$ cat src/rtl/mux_4x1_pkg.sv
// Shared lane count, default byte width and lane index type for the 4:1 reassembly mux.
package mux_4x1_pkg;
    localparam int LANES  = 4;
    localparam int DATA_W = 8;
    typedef logic [1:0] lane_idx_t;
endpackage

$ cat src/rtl/lane_fifo.sv
// Per-lane synchronous FIFO; DEPTH must be a power of two so pointers wrap for free.
module lane_fifo #(
    parameter int DEPTH = 4,
    parameter int WIDTH = 8,
    localparam int AW = $clog2(DEPTH),
    localparam int CW = AW + 1
) (
    input  logic             clk,
    input  logic             reset_L,
    input  logic             push,
    input  logic             pop,
    input  logic [WIDTH-1:0] din,
    output logic [WIDTH-1:0] head,
    output logic [CW-1:0]    count,
    output logic             full,
    output logic             empty
);
    logic [WIDTH-1:0] mem [DEPTH];
    logic [AW-1:0]    wr_ptr, rd_ptr;
    logic             push_ok, pop_ok;

    assign full    = (count == CW'(DEPTH));
    assign empty   = (count == '0);
    assign push_ok = push & ~full;
    assign pop_ok  = pop & ~empty;
    assign head    = mem[rd_ptr];

    always_ff @(posedge clk) begin
        if (push_ok) mem[wr_ptr] <= din;
    end

    always_ff @(posedge clk or negedge reset_L) begin
        if (!reset_L) begin
            wr_ptr <= '0;
            rd_ptr <= '0;
            count  <= '0;
        end else begin
            if (push_ok) wr_ptr <= wr_ptr + 1'b1;
            if (pop_ok)  rd_ptr <= rd_ptr + 1'b1;
            case ({push_ok, pop_ok})
                2'b10:   count <= count + 1'b1;
                2'b01:   count <= count - 1'b1;
                default: count <= count;
            endcase
        end
    end
endmodule

$ cat src/rtl/mux_4x1_8bits.sv
// Reassembles a round-robin 1x4 demuxed byte stream: one FIFO per lane, drained strictly 0,1,2,3.
module mux_4x1_8bits
    import mux_4x1_pkg::*;
#(
    parameter int FIFO_DEPTH = 4,
    parameter int WIDTH      = DATA_W
) (
    input  logic             clk,
    input  logic             reset_L,
    input  logic [WIDTH-1:0] In0,
    input  logic [WIDTH-1:0] In1,
    input  logic [WIDTH-1:0] In2,
    input  logic [WIDTH-1:0] In3,
    input  logic             validIn0,
    input  logic             validIn1,
    input  logic             validIn2,
    input  logic             validIn3,
    output logic             ready0,
    output logic             ready1,
    output logic             ready2,
    output logic             ready3,
    output logic [WIDTH-1:0] data_out,
    output logic             validOut,
    output logic [1:0]       lane_sel,
    output logic             overflow
);
    localparam int CW = $clog2(FIFO_DEPTH) + 1;

    logic [LANES-1:0][WIDTH-1:0] lane_din, lane_head;
    logic [LANES-1:0][CW-1:0]    lane_cnt;
    logic [LANES-1:0]            lane_vld, lane_rdy, lane_full, lane_empty;
    logic [LANES-1:0]            lane_push, lane_pop, lane_drop;
    logic                        head_ok;

    assign lane_din = {In3, In2, In1, In0};
    assign lane_vld = {validIn3, validIn2, validIn1, validIn0};
    assign {ready3, ready2, ready1, ready0} = lane_rdy;

    for (genvar g = 0; g < LANES; g++) begin : g_lane
        // Ready and drop both come from the registered count, so a pop on the
        // same edge never frees room for the incoming byte.
        assign lane_rdy[g]  = (lane_cnt[g] < CW'(FIFO_DEPTH));
        assign lane_push[g] = lane_vld[g] & lane_rdy[g];
        assign lane_drop[g] = lane_vld[g] & lane_full[g];
        assign lane_pop[g]  = (lane_sel == lane_idx_t'(g)) & ~lane_empty[g];

        lane_fifo #(.DEPTH(FIFO_DEPTH), .WIDTH(WIDTH)) u_fifo (
            .clk     (clk),
            .reset_L (reset_L),
            .push    (lane_push[g]),
            .pop     (lane_pop[g]),
            .din     (lane_din[g]),
            .head    (lane_head[g]),
            .count   (lane_cnt[g]),
            .full    (lane_full[g]),
            .empty   (lane_empty[g])
        );
    end

    assign head_ok = ~lane_empty[lane_sel];

    always_ff @(posedge clk or negedge reset_L) begin
        if (!reset_L) begin
            lane_sel <= '0;
            data_out <= '0;
            validOut <= 1'b0;
            overflow <= 1'b0;
        end else begin
            if (head_ok) begin
                data_out <= lane_head[lane_sel];
                validOut <= 1'b1;
                lane_sel <= lane_sel + 1'b1;
            end else begin
                validOut <= 1'b0;
            end
            if (|lane_drop) overflow <= 1'b1;
        end
    end
endmodule
$ cat config.mk
export PLATFORM = sky130hd
export DESIGN_NAME = mux_4x1_8bits
export DESIGN_NICKNAME = d
export VERILOG_FILES = /design/src/rtl/mux_4x1_pkg.sv /design/src/rtl/lane_fifo.sv /design/src/rtl/mux_4x1_8bits.sv
export SDC_FILE = /design/constraint.sdc
export NUM_CORES = 1
export LEC_CHECK = 0
export CAP_MARGIN = 20
export CORE_ASPECT_RATIO = 0.5
export CORE_UTILIZATION = 58
export CTS_CLUSTER_DIAMETER = 30
export DETAILED_ROUTE_END_ITERATION = 16
export PLACE_DENSITY_LB_ADDON = 0.05
export SYNTH_ARGS = -nofsm -noshare
export SYNTH_HDL_FRONTEND = slang
export SYNTH_SLANG_ARGS = --single-unit
$ cat constraint.sdc
create_clock -name clk -period 2.7 [get_ports clk]
set_clock_uncertainty 0.2 [all_clocks]
set_input_delay 0.27 -clock clk [delete_from_list [all_inputs] [get_ports clk]]
set_output_delay 0.27 -clock clk [all_outputs]
set_load 0.05 [all_outputs]
* Word-level counts from Yosys, hierarchy flattened
Memories as Yosys holds them, arrays and structs flattened.
Cells that the tools add are included.
** Word-level totals
- Bits in registers :: 40
- Bits in writable memories :: 128
- Input bits :: 38
- Output and inout port bits :: 16
- Word-level logic and storage cells :: 112
- Memories kept :: 4
** Memory list
- g_lane[0].u_fifo.mem :: depth 4, bits a word 8, read ports 1, clocked after memory_dff 0, write ports 1, RTL line lane_fifo.sv:18 : logic [WIDTH-1:0] mem [DEPTH];
- g_lane[1].u_fifo.mem :: depth 4, bits a word 8, read ports 1, clocked after memory_dff 0, write ports 1, RTL line lane_fifo.sv:18
- g_lane[2].u_fifo.mem :: depth 4, bits a word 8, read ports 1, clocked after memory_dff 0, write ports 1, RTL line lane_fifo.sv:18
- g_lane[3].u_fifo.mem :: depth 4, bits a word 8, read ports 1, clocked after memory_dff 0, write ports 1, RTL line lane_fifo.sv:18
** Cells by class
- Add/sub/neg operators :: 17
- Magnitude comparators :: 5
- Equality and inequality tests :: 15
- Mux-type cells :: 17
- Bitwise gates (word level) :: 28
- Reductions and logical operators :: 10
** Operators with widths (count)
- $pmux W3 S2 :: 4
- $and A1 B1 Y1 :: 20
- $add A2 B1 Y2 const B :: 9
- $bmux W8 S2 :: 1
- $add A3 B1 Y3 const B :: 4
- $eq A2 B2 Y1 const B :: 6
- $eq A3 B3 Y1 const B :: 4
- $logic_not A3 Y1 :: 4
- $lt A3 B3 Y1 const B :: 4
- $sub A3 B1 Y3 const B :: 4
- $eq A2 B1 Y1 const B :: 5
- $mux W1 :: 10
- $mux W8 :: 1
- $not A1 Y1 :: 8
- $reduce_bool A2 Y1 :: 4
- $reduce_or A4 Y1 :: 1
- $lt A2 B3 Y1 const B :: 1
- $bmux W1 S2 :: 1
- $logic_not A2 Y1 :: 1

* Longest topological paths before layout
- Word-level depth :: 6
- Depth in mapped cells :: 10
- Gate-level depth less buffers :: 9

* Hierarchy
From an unflattened synthesis, not the netlist that was laid out.
** Unflattened totals
- Cells, all modules :: 378
- Area, all modules :: 7255.7 µm²
** By module, submodules not included
- lane_fifo :: times used 4, cells an instance 79, area each 1592.8 µm², seq. area each 1136.1 µm²
- mux_4x1_8bits :: times used 1, cells an instance 62, area each 884.6 µm², seq. area each 300.3 µm²

* Least setup slack after synthesis
OpenSTA, ideal clock, no wires.
- Kind :: reg-to-reg
- Start point :: register lane_sel[1]
- End point :: register g_lane[1].u_fifo.count[2]
- Setup time :: 0.139 ns
- Arrival :: 2.369 ns
- Required time :: 2.361 ns
- Setup slack :: -0.008 ns
- Stages on the path, launching flop included :: 11
- Buffers on the path :: 1
- Period minus slack after synthesis :: 2.708 ns
- Path through :: dfrtp_1 -> clkinv_1 -> buf_2 -> ha_1 -> nor2b_1 -> ha_1 -> inv_1 -> fa_1 -> xor2_1 -> nor2_1 -> xnor2_1
** Between the ends
- Longest elaborated chain between the ends :: 5
- Elaborated cells on any way between the ends :: 7
- Classes of those cells :: 3 x eq/ne; 1 x mux; 2 x bitwise; 1 x reduce/logical
** RTL lines
- start: declaration :: RTL line mux_4x1_8bits.sv:24 : output logic [1:0] lane_sel,
- start signal: assignment :: RTL line mux_4x1_8bits.sv:72 : lane_sel <= lane_sel + 1'b1;
- $eq A2 B1 Y1 * :: RTL line mux_4x1_8bits.sv:45 : assign lane_pop[g] = (lane_sel == lane_idx_t'(g)) & ~lane_empty[g];
- $and A1 B1 Y1 * :: RTL line mux_4x1_8bits.sv:45
- $and A1 B1 Y1 * :: RTL line lane_fifo.sv:25 : assign pop_ok = pop & ~empty;
- named net g_lane[1].u_fifo.pop_ok :: RTL line lane_fifo.sv:20 : logic push_ok, pop_ok;
- $eq A2 B1 Y1 / $eq A2 B2 Y1 (equally long branches) :: RTL line lane_fifo.sv:40 : case ({push_ok, pop_ok})
- $pmux W3 S2 / $reduce_bool A2 Y1 (equally long branches)
- end signal: assignment :: RTL line lane_fifo.sv:41 : 2'b10: count <= count + 1'b1;
- end signal: assignment :: RTL line lane_fifo.sv:42 : 2'b01: count <= count - 1'b1;
- end signal: assignment :: RTL line lane_fifo.sv:43 : default: count <= count;
- end: declaration :: RTL line lane_fifo.sv:14 : output logic [CW-1:0] count,
Mark *: on every way through the listed nets, which the timed path passes. The rest lies on a longest branch.
A chain may end at the register's enable or synchronous reset.

* Worst setup path in the final report
Same ends and word-level chain as after synthesis.

==> results.md <==
* Sequential share of power at between 40 and 50%
* Min Tclk post-route at 2.49 ns
* Max clock buf depth at 2
* IO buf count at 53
* Largest family of logic cells by synthesized area: multiplexers
* CP Depth at 9
* Commonest non-fill, non-tap cell in the layout: edfxtp_1
* Gpl congestion at 0.828
* Full die area at 0.0127 sq mm
* Max IR drop VDD at ~0.00052 V
* Fin Setup TNS at 0 ns
* Adder-cell share of the synthesized area at 5.37%
* Drt drc at 0
* Critical path buffers and inverters at 2
* Hpwl dp at 9000 um
* CTS tree: built
* RR Endpoint: g_lane[1].u_fifo.count[2]
* Register bit count reported by yosys at 168
* Simple-gate share of the synthesized area at 4.56%
* CORE AREA at 0.0118 sq mm
* Root Buffer: clkbuf_16
* Largest net degree at the start of global routing at 22
* Max Fanout on Critical Path at 16
* Final Cell Area at 0.00836 sq mm
* Synthesized cell area at 0.00708 sq mm
* Post-Syn Area per Cell at 17.0 sq um
* Later-pin clock latency in the skew report at 0.42 ns
* End point of the critical path: g_lane[1].u_fifo.count[2]
* DRT Pass-1 Iters at 5
* Routed WL at 13100 um
* Most frequent CP cell: ha_1
* Synthesis Warnings at 0
* Power per cell area at 1150 mW/mm^2
* Antenna viol nets, final at 0
* Post-synthesis xor/xnor area fraction at about 3.0%
* Seq/Total Area, Yosys at 68.4%
* Cts bufs inserted at 17
* Commonest non-fill, non-tap cells in the layout: edfxtp_1 (128), clkdlybuf4s50_1 (52), dfrtp_1 (39)
* Slew Viols, Final at 0
* Clock slew at reported path FFs at 0.06 ns
* Maximum level of the CTS H-tree at 4
* Compound-cell area share of the yosys netlist at 3.25%
* Top cell family by delay on the critical path: adder cells
* R2R Setup Slk at 0.21 ns
* Crit end category: flop
* Post-CTS Resized at 0
* Via Count at roughly 3700
* Initial antenna violation count at 0
* Tcrit/Tclk final at approximately 92%
* Final setup viols at 0
* Synth cell types at 32
* GRT overflow at 0
* Total GRT Usage at 22.8%
* RSZ-0062 raised after global routing: false
* Combinational power share at about a third
* 1st-iter DRT viols at 274
* Vert. Die Dim at 80.1 um
* Critical Path Start Type: flop
* Vias in the first global route at 3811
* Lkg Pwr at 3.10 nW
* Switch Pwr at 3.42 mW
* Syn Nets at between 400 and 500
* P&R area growth vs syn at 18.1%
* Starting Density at 59.8%
* Status: complete, no violations
* Slew @ Worst Pin at 0.599 ns
* Site Rows at 28
* Slowest CP cell: dfrtp_2
* Vias/cell at 5.59
* Post-CTS Setup Inserts at 0
* R2R cell count at 9
* IO Pins at 54
* First-pass GRT wire length at 20200 um
* Highest clock rate at 401 MHz
* Worst slew margin at around three fifths
* FF-to-FF Start: lane_sel[1]
* Nets at 548
* Biggest cell delay along the critical path at 0.53 ns
* Cell Area, Placed at 0.00777 sq mm
* Internal Power at 6.22 mW
* Die W at 158 um
* Max_cap viols at 0
* Switching Share at 35.4%
* Final Hold Vio Count at 0
* Crit-path cells: clkinv_1 -> ha_1 -> nor2b_1 -> ha_1 -> inv_1 -> fa_1 -> xor2_1 -> nor2_1 -> xnor2_1
* Setup crit start: lane_sel[1]
* Clock share of power at 24.3%
* Mux share of post-synthesis cell area at 12.4%
* Setup Crit Path Kind: reg -> reg
* Req. time, crit path at 2.83 ns
* Per-cell routed wire length at 19.9 um
* Antenna cells at 0
* Cells after Synth at ~420
* Layout cells sized above 1 at between 10% and 20%
* Fill cell count at between 700 and 800
* Clock Sinks at 168
* Hold buffers post-CTS at 1
* Worst EP arrival at 2.63 ns
* HP Class: in -> async
-- state kept, by name, indices dropped and copies added, names as in the netlist --
name / count
data_out: 8
g_lane.u_fifo.count: 12
g_lane.u_fifo.mem: 128
g_lane.u_fifo.rd_ptr: 8
g_lane.u_fifo.wr_ptr: 8
lane_sel: 2
overflow: 1
validOut: 1
-- through the flow --
step | setup WS [ns] | hold WS, ns | utilization, % | total power, mW | instances
floorplan | 0.116 | -0.226 | - | 6.32 | 417
global placement | 0.398 | 0.0623 | 65.6 | 7.12 | 627
detailed placement | 0.212 | 0.0720 | 65.6 | 7.35 | 627
CTS | 0.194 | 0.179 | 70.6 | 9.72 | 660
global route | 0.0427 | 0.214 | 70.6 | 10.2 | 660
finish | 0.206 | 0.162 | 70.6 | 9.64 | 660
-- cell families after synthesis --
family | Yosys count
flip-flops | 168
AND/OR/NAND/NOR | 62
multiplexers | 52
buffers and inverters | 47
AO/OA/AOI/OAI | 36
adder cells (fa/ha/maj) | 28
XOR/XNOR | 24
-- cell usage after synthesis, drive strengths merged --
cell type	number	area (sq um)
edfxtp	128	3840
dfrtp	40	1000
inv	30	113
mux2i	27	270
mux4	25	604
ha	24	300
nand2	21	78.8
and2	17	106
xnor2	16	140
a21oi	10	50.1
buf	10	77.6
o21ai	8	43.8
o221ai	8	70.1
o22ai	8	50.1
xor2	8	70.1
nor2b	7	43.8
clkbuf	6	22.5
nor2	5	18.8
fa	4	80.1
nand4	4	25.0
nor3	4	25.0
nand2b	2	12.5
a21boi	1	7.51
a41oi	1	8.76
clkinv	1	3.75
or2	1	6.26
or3	1	6.26
-- cell type report --
cell class | count | area (sq um) | area share (%)
Sequential cell | 168 | 4850 | 58.0
Multi-Input combinational cell | 202 | 2020 | 24.1
Timing Repair Buffer | 62 | 596 | 7.12
Clock buffer | 17 | 425 | 5.09
Tap cell | 165 | 206 | 2.47
Clock inverter | 15 | 153 | 1.83
Inverter | 31 | 116 | 1.39
-- worst register-to-register path: stages (launching register included) --
cell and delay, ns:
dfrtp_2 0.53, clkinv_1 0.15, ha_1 0.15, nor2b_1 0.27, ha_1 0.25, inv_1 0.06
fa_1 0.37, xor2_1 0.16, nor2_1 0.13, xnor2_1 0.15
-- routing by layer --
metal	part of all wire [%]	up-vias	routed length [um]	GRT usage (%)
li1	-	1690	-	-
met4	0.98	0	129	6.35
met3	3.9	14	510	5.34
met1	44	1906	5820	30.1
met5	0	-	0	0
met2	51	77	6690	38.4
-- worst min path at each step --
stage            start                          to  cells past startpoint
4_1_cts        reset_L  g_lane[0].u_fifo.wr_ptr[0]                      2
6_report       reset_L  g_lane[0].u_fifo.wr_ptr[0]                      2
3_5_place_dp   reset_L  g_lane[0].u_fifo.wr_ptr[0]                      1
3_3_place_gp   reset_L  g_lane[0].u_fifo.wr_ptr[0]                      1
2_1_floorplan  reset_L                 data_out[0]                      0
5_1_grt        reset_L  g_lane[0].u_fifo.wr_ptr[0]                      2
-- power groups by stage --
stage,clock network [mW],logic (mW),registers [mW]
5_1_grt,2.47,3.66,4.02
3_3_place_gp,0,3.19,3.94
6_report,2.35,3.35,3.94
3_5_place_dp,0,3.36,3.98
2_1_floorplan,0,2.37,3.95
4_1_cts,2.38,3.39,3.95
No activity file was read; power rests on OpenSTA's default activity.
